--- src/rtl/vga_scan_gen.sv ---
// VGA raster generator: pixel-tick divider, h/v counters, registered sync/enable/coordinates.
// Optional macro VGA_SYNC_DELAY_EN delays hs/vs/rdn by one pixel tick to align with a registered ROM lookup.
module vga_scan_gen #(
  parameter int DIV      = 4,
  parameter int H_ACTIVE = 640,
  parameter int H_FP     = 16,
  parameter int H_SYNC   = 96,
  parameter int H_BP     = 48,
  parameter int V_ACTIVE = 480,
  parameter int V_FP     = 10,
  parameter int V_SYNC   = 2,
  parameter int V_BP     = 33
) (
  input  logic       clk,
  input  logic       rst_n,
  input  logic       scan_en,
  output logic [9:0] col_addr,
  output logic [8:0] row_addr,
  output logic       rdn,
  output logic       hs,
  output logic       vs,
  output logic       frame_start
);

  localparam int H_TOTAL = H_ACTIVE + H_FP + H_SYNC + H_BP;
  localparam int V_TOTAL = V_ACTIVE + V_FP + V_SYNC + V_BP;
  localparam int DW      = (DIV > 1) ? $clog2(DIV) : 1;

  localparam logic [DW-1:0] DIV_LAST = DW'(DIV - 1);
  localparam logic [9:0]    H_LAST   = 10'(H_TOTAL - 1);
  localparam logic [9:0]    H_VIS    = 10'(H_ACTIVE);
  localparam logic [9:0]    HS_BEG   = 10'(H_ACTIVE + H_FP);
  localparam logic [9:0]    HS_END   = 10'(H_ACTIVE + H_FP + H_SYNC);
  localparam logic [9:0]    V_LAST   = 10'(V_TOTAL - 1);
  localparam logic [9:0]    V_VIS    = 10'(V_ACTIVE);
  localparam logic [9:0]    VS_BEG   = 10'(V_ACTIVE + V_FP);
  localparam logic [9:0]    VS_END   = 10'(V_ACTIVE + V_FP + V_SYNC);

  logic [DW-1:0] div_cnt, div_nxt;
  logic [9:0]    h_cnt, h_nxt;
  logic [9:0]    v_cnt, v_nxt;
  logic          tick, h_wrap, frame_wrap;
  logic          vis_nxt, hs_nxt, vs_nxt;

  // Outputs decode the post-update counters so they change on the same edge as the counters.
  always_comb begin
    tick       = scan_en && (div_cnt == DIV_LAST);
    h_wrap     = tick && (h_cnt == H_LAST);
    frame_wrap = h_wrap && (v_cnt == V_LAST);
    div_nxt    = div_cnt;
    h_nxt      = h_cnt;
    v_nxt      = v_cnt;
    if (scan_en) div_nxt = tick ? '0 : div_cnt + 1'b1;
    if (tick)    h_nxt   = h_wrap ? '0 : h_cnt + 10'd1;
    if (h_wrap)  v_nxt   = frame_wrap ? '0 : v_cnt + 10'd1;
    vis_nxt = (h_nxt < H_VIS) && (v_nxt < V_VIS);
    hs_nxt  = !((h_nxt >= HS_BEG) && (h_nxt < HS_END));
    vs_nxt  = !((v_nxt >= VS_BEG) && (v_nxt < VS_END));
  end

  always_ff @(posedge clk) begin
    if (!rst_n) begin
      div_cnt     <= '0;
      h_cnt       <= '0;
      v_cnt       <= '0;
      col_addr    <= '0;
      row_addr    <= '0;
      frame_start <= 1'b0;
    end else begin
      div_cnt     <= div_nxt;
      h_cnt       <= h_nxt;
      v_cnt       <= v_nxt;
      col_addr    <= vis_nxt ? h_nxt : '0;
      row_addr    <= vis_nxt ? v_nxt[8:0] : '0;
      frame_start <= frame_wrap;
    end
  end

`ifdef VGA_SYNC_DELAY_EN
  logic hs_raw, vs_raw, rdn_raw;

  // Second stage only moves on a tick, giving exactly one pixel of lag.
  always_ff @(posedge clk) begin
    if (!rst_n) begin
      hs_raw  <= 1'b1;
      vs_raw  <= 1'b1;
      rdn_raw <= 1'b0;
      hs      <= 1'b1;
      vs      <= 1'b1;
      rdn     <= 1'b0;
    end else begin
      hs_raw  <= hs_nxt;
      vs_raw  <= vs_nxt;
      rdn_raw <= !vis_nxt;
      if (tick) begin
        hs  <= hs_raw;
        vs  <= vs_raw;
        rdn <= rdn_raw;
      end
    end
  end
`else
  always_ff @(posedge clk) begin
    if (!rst_n) begin
      hs  <= 1'b1;
      vs  <= 1'b1;
      rdn <= 1'b0;
    end else begin
      hs  <= hs_nxt;
      vs  <= vs_nxt;
      rdn <= !vis_nxt;
    end
  end
`endif

endmodule

--- config.mk ---
export PLATFORM = sky130hd
export DESIGN_NAME = vga_scan_gen
export DESIGN_NICKNAME = d
export VERILOG_FILES = /design/src/rtl/vga_scan_gen.sv
export SDC_FILE = /design/constraint.sdc
export NUM_CORES = 1
export LEC_CHECK = 0
export CORE_MARGIN = 2
export CORE_UTILIZATION = 25
export CTS_BUF_LIST = sky130_fd_sc_hd__clkbuf_8
export DETAILED_ROUTE_END_ITERATION = 8
export GPL_TIMING_DRIVEN = 0
export PLACE_DENSITY = 0.51
export SKIP_CTS_REPAIR_TIMING = 1
export SYNTH_ARGS = -nofsm -noshare
export SYNTH_HDL_FRONTEND = slang
export SYNTH_SLANG_ARGS = --single-unit
--- constraint.sdc ---
create_clock -name clk -period 5.01 [get_ports clk]
set_input_delay 1.002 -clock clk [delete_from_list [all_inputs] [get_ports clk]]
set_output_delay 1.002 -clock clk [all_outputs]
set_load 0.01 [all_outputs]
## Word-level counts from Yosys, hierarchy flattened

Index checks and enable logic that the tools add are counted.

| word-level totals | value |
|---|---|
| register bits after elaboration | 45 |
| bits in latches | 0 |
| RAM bits | 0 |
| ROM bits | 0 |
| input bits | 3 |
| output and inout bits | 23 |
| word-level logic and storage cells | 36 |
| memories kept | 0 |

| operators by class | value |
|---|---|
| $add $sub $neg | 3 |
| multiply operators | 0 |
| div/mod/pow operators | 0 |
| magnitude comparators | 6 |
| equal/unequal tests | 3 |
| shift operators | 0 |
| multiplexer cells | 5 |
| bitwise operators | 0 |
| reductions and logical operators | 10 |

Operators with widths:

| cell | count |
|---|---|
| 10-bit two-way mux | 4 |
| 10-bit by 1-bit adder with 10-bit output (second input constant) | 2 |
| 10-bit == test (second input constant) | 2 |
| 10-bit less-than comparator (second input constant) | 2 |
| 10-bit by 9-bit less-than comparator with 1-bit output (second input constant) | 2 |
| 10-bit greater-or-equal comparator (second input constant) | 1 |
| 10-bit by 9-bit greater-or-equal comparator with 1-bit output (second input constant) | 1 |
| 1-bit logical AND | 6 |
| 1-bit logical NOT | 3 |
| 2-bit by 1-bit adder with 2-bit output (second input constant) | 1 |
| 2-bit == test (second input constant) | 1 |
| 2-bit two-way mux | 1 |
| 2-bit AND reduction | 1 |

## Logic depth before layout (Yosys ltp)

| logic depth | value |
|---|---|
| depth after elaboration | 9 |
| gate-level depth with buffers | 9 |
| mapped depth without buffers | 7 |

## Least setup slack after synthesis

No wires, ideal clock.

| path | value |
|---|---|
| kind | in2reg |
| from | in scan_en |
| to | reg row_addr[1] |
| setup time | 74 ps |
| data arrival time | 2,692 ps |
| required time | 4,936 ps |
| setup slack | 2,243 ps |
| stages on the path | 8 |
| buffers on the path | 2 |
| cell sequence | buf_2 > nand4bb_4 > nor4_4 > nand4_1 > xor2_1 > o221ai_4 > buf_8 > nor3_2 |

| between the ends | value |
|---|---|
| longest elaborated chain between the ends | 8 |
| elaborated cells on any way between the ends | 11 |
| those cells by class | 2 x order compare; 4 x mux; 5 x reduce/logical |

RTL lines:

| element | line | RTL |
|---|---|---|
| start, declared | 16 | `input logic scan_en,` |
| 1-bit logical AND * | 47 | `tick = scan_en && (div_cnt == DIV_LAST);` |
| 1-bit logical AND | 48 | `h_wrap = tick && (h_cnt == H_LAST);` |
| 1-bit logical AND | 49 | `frame_wrap = h_wrap && (v_cnt == V_LAST);` |
| 10-bit two-way mux (2 in a row) | 55 | `if (h_wrap) v_nxt = frame_wrap ? '0 : v_cnt + 10'd1;` |
| 10-bit by 9-bit less-than comparator with 1-bit output | 56 | `vis_nxt = (h_nxt < H_VIS) && (v_nxt < V_VIS);` |
| 1-bit logical AND | 56 |  |
| 2-bit AND reduction (no source line) | - |  |
| end signal, assigned | 74 | `row_addr <= vis_nxt ? v_nxt[8:0] : '0;` |
| end, declared | 18 | `output logic [8:0] row_addr,` |

Every way passes the cells marked *; elsewhere a longest branch is shown, timed or not.
A chain may end at the register's enable or synchronous reset.

## Final worst setup path

| path | value |
|---|---|
| from | in scan_en |
| to | reg row_addr[2] |

The elaborated chain is that of the path after synthesis.

==> results by group <==
Synth
  • Largest cells by area after synthesis: dfxtp_1 43%, nor3_2 6.2%, nor2_1 4.5%
  • EDFF count, synth: 0
  • #FFs+latches synth: 45
  • Register area share after synthesis: 43.11%
  • Warnings, synthesis: 0
  • Yosys cell types: 47
  • Ys async rst share: 0%
  • Cells after Synth: 217
  • Net Count, Synth: 224
  • Main synth FF type: dfxtp_1
  • Syn_area_per_cell: 9.629 um2
  • Mapped cell area: 2090 um2
  • Top-area cell type share of the netlist area: 43.11%
  • Post-synth top area cell: dfxtp_1

Detailed routing
  • Wire per inst: 12.48 um
  • Total wire length: 4417 um
  • Avg Vias per Cell: 4.588
  • # DRC: 0
  • 1st-pass router iterations: 4
  • Drt initial violations: 38
  • Vias: 1624
  • Remaining antenna violation count: 0

STA
  • Final number of setup-violating endpoints: 0
  • Final hold violations: 0
  • Pins over their slew limit: 0
  • Final TNS setup: 0 ns
  • Slew headroom: 54.77%
  • RSZ-0062 raised after global routing: false
  • Measured slew at the worst slew-check pin: 0.6747 ns
  • Final min period: 2.758 ns
  • Max Clock Freq: 362.6 MHz
  • Clock skew: 0.007777 ns
  • Tcrit/Tclk final: 55.05%

Floorplan
  • CORE AREA: 8175 um2
  • Die Y-Extent: 95.42 um
  • I/O pin cnt: 26
  • Die area: 9105 um2
  • Initial Util: 25.56%
  • DIE WIDTH: 95.42 um
  • Rows: 33

Clocking
  • Clock Latency Late Sink: 0.29 ns
  • TritonCTS clock tree: built
  • Root buffer cell: clkbuf_8
  • CTS buffer count: 5
  • Max clock buf depth: 2
  • CTS Sinks: 45
  • Htree depth: 2
  • Clk slew on worst S/H paths: 0.08 ns

Global route
  • Largest net degree at the start of global routing: 14
  • First-pass GRT wire length: 7548 um
  • GRT Util Overall: 10.64%
  • Vias in the first global route: 1586
  • Initial antenna violation count: 0
  • Total gr overflow: 0

Cells and area
  • Most frequent cells in the layout: 45 x dfxtp_1, 25 x nor2_1, 24 x clkdlybuf4s50_1, 15 x nand2_1, 14 x nand4_1
  • Most common cell after layout, fill and taps aside: dfxtp_1
  • Share of cells above drive strength 1: 15.66%
  • Area Growth Syn to Fin: 22.63%
  • Nets: 255
  • Area occupied by multi-input gates: 1109 um2
  • Ant diodes: 0
  • Final cell count without fillers: 354
  • FF/Latch Area: 900.9 um2
  • # fillers: 896

Worst setup path
  • CP Data Required Time: 5.23 ns
  • Crit end category: flip-flop
  • Critical Path Slowest Stage Cell: nor4_4
  • Setup crit start kind: input pin
  • CP peak stage delay: 0.42 ns
  • CP Class: input pin to flip-flop
  • Worst-path maximum fanout: 10
  • Worst path cell trace: buf_2, nand4bb_4, nor4_4, nand4_1, xor2_1, o221ai_4, buf_8, nor3_2
  • Worst path arrival time: 2.98 ns

Placed design
  • IO buf count: 24
  • Half-perimeter wire length after placement: 3265 um
  • DP Cell Count: 346
  • Placer Congestion: 0.8174

Power and ir drop
  • Power density over the cells: 242.3 nW/um2
  • Switching Power: 0.1322 mW
  • Leak: 0.9341 nW
  • Seq pwr share: 58.0%
  • Max VDD drop: 0.1145 mV
  • Comb pwr share: 2.5%
  • Clock power frac: 39.5%
  • Sw Share: 21.29%
  • Cell internal pwr: 0.4887 mW

Flow run
  • Max Cap Viol: 0

Hold path
  • Hold crit path type: flip-flop to flip-flop

Run status
  • Status: finished, final reports clean
## routing by layer
layer,wire length [um],GRT usage [%],vias to the layer above
li1,-,-,831
met1,2072,13.32,758
met2,2144,18.31,30
met3,165,2.767,5
met4,34,2.500,0
met5,0,0,-
## stage by stage
stage          area, um2  worst slack, ns  power, mW  utilization [%]  hold WS, ns
6_report            2562            2.252     0.6209            31.34       0.5083
5_1_grt             2562            2.049     0.6478            31.34       0.5805
4_1_cts             2562            2.226     0.6310            31.34       0.5172
3_5_place_dp        2461            1.914     0.3848            30.10       0.4971
3_3_place_gp        2461            1.919     0.3846            30.10       0.4817
2_1_floorplan       2090            2.243     0.3797                -       0.4646
## final cells by class
class | instances | share of cell area, %
Buffer | 11 | 2.393
Timing Repair Buffer | 24 | 9.375
Tap cell | 105 | 5.127
Multi-Input combinational cell | 156 | 43.26
Clock buffer | 7 | 3.760
Sequential cell | 45 | 35.16
Clock inverter | 1 | 0.1953
Inverter | 5 | 0.7324
## cell families (layout without fill, tap and decap cells)
group                    count (synthesis)  count (layout)  synth area share, %
XOR/XNOR                                14              14                5.868
AO/OA/AOI/OAI                           19              19                6.946
flip-flops                              45              45                43.11
adder cells (fa/ha/maj)                  4               4                2.395
multiplexers                             4               4                1.976
buffers and inverters                   16              48                3.832
AND/OR/NAND/NOR                        115             115                35.87
## critical path, delay by kind of cell
kind	cells	cell delay [ns]
AOI/OAI and AO/OA	1	0.26
buffers and inverters	2	0.43
and+or+nand+nor	4	0.93
xor gates and xnor gates	1	0.35
## state kept, by name (all words and copies together) (netlist names)
register and count:
v_cnt 10, rdn 1, col_addr 10, hs 1, h_cnt 10, row_addr 9
frame_start 1, vs 1, div_cnt 2
## power by group through the flow
stage / clock (mW) / combinational (mW) / sequential (mW)
floorplan: 0 / 0.0112 / 0.368
global placement: 0 / 0.0160 / 0.369
detailed placement: 0 / 0.0161 / 0.369
CTS: 0.255 / 0.0163 / 0.360
global route: 0.269 / 0.0181 / 0.361
finish: 0.245 / 0.0158 / 0.360
## synth_stat cells (3+ instances only)
| library cell | number |
|---|---|
| nor3_2 | 13 |
| nand4_1 | 14 |
| and3_1 | 3 |
| ha_1 | 4 |
| nor2_1 | 25 |
| inv_1 | 5 |
| mux2i_1 | 3 |
| nor3_1 | 7 |
| clkbuf_1 | 5 |
| buf_2 | 4 |
| dfxtp_1 | 45 |
| nand2_1 | 15 |
| nor2b_1 | 3 |
| xnor2_1 | 4 |
| a21oi_1 | 6 |
| nand3_1 | 5 |
| nand2b_1 | 4 |
| xor2_1 | 10 |
| or3_1 | 3 |
## final timing paths
check                                              from                      end  slack, ns  cells past startpoint
worst min-delay path            div_cnt[1]$_SDFFE_PN0P_  div_cnt[1]$_SDFFE_PN0P_       0.51                      2
worst max register to register  div_cnt[0]$_SDFFE_PN0P_   row_addr[2]$_SDFF_PN0_       2.43                      8
worst max-delay path                            scan_en   row_addr[2]$_SDFF_PN0_       2.25                      8
worst min register to register  div_cnt[1]$_SDFFE_PN0P_  div_cnt[1]$_SDFFE_PN0P_       0.51                      2
Power figures use the tool's default switching activity.
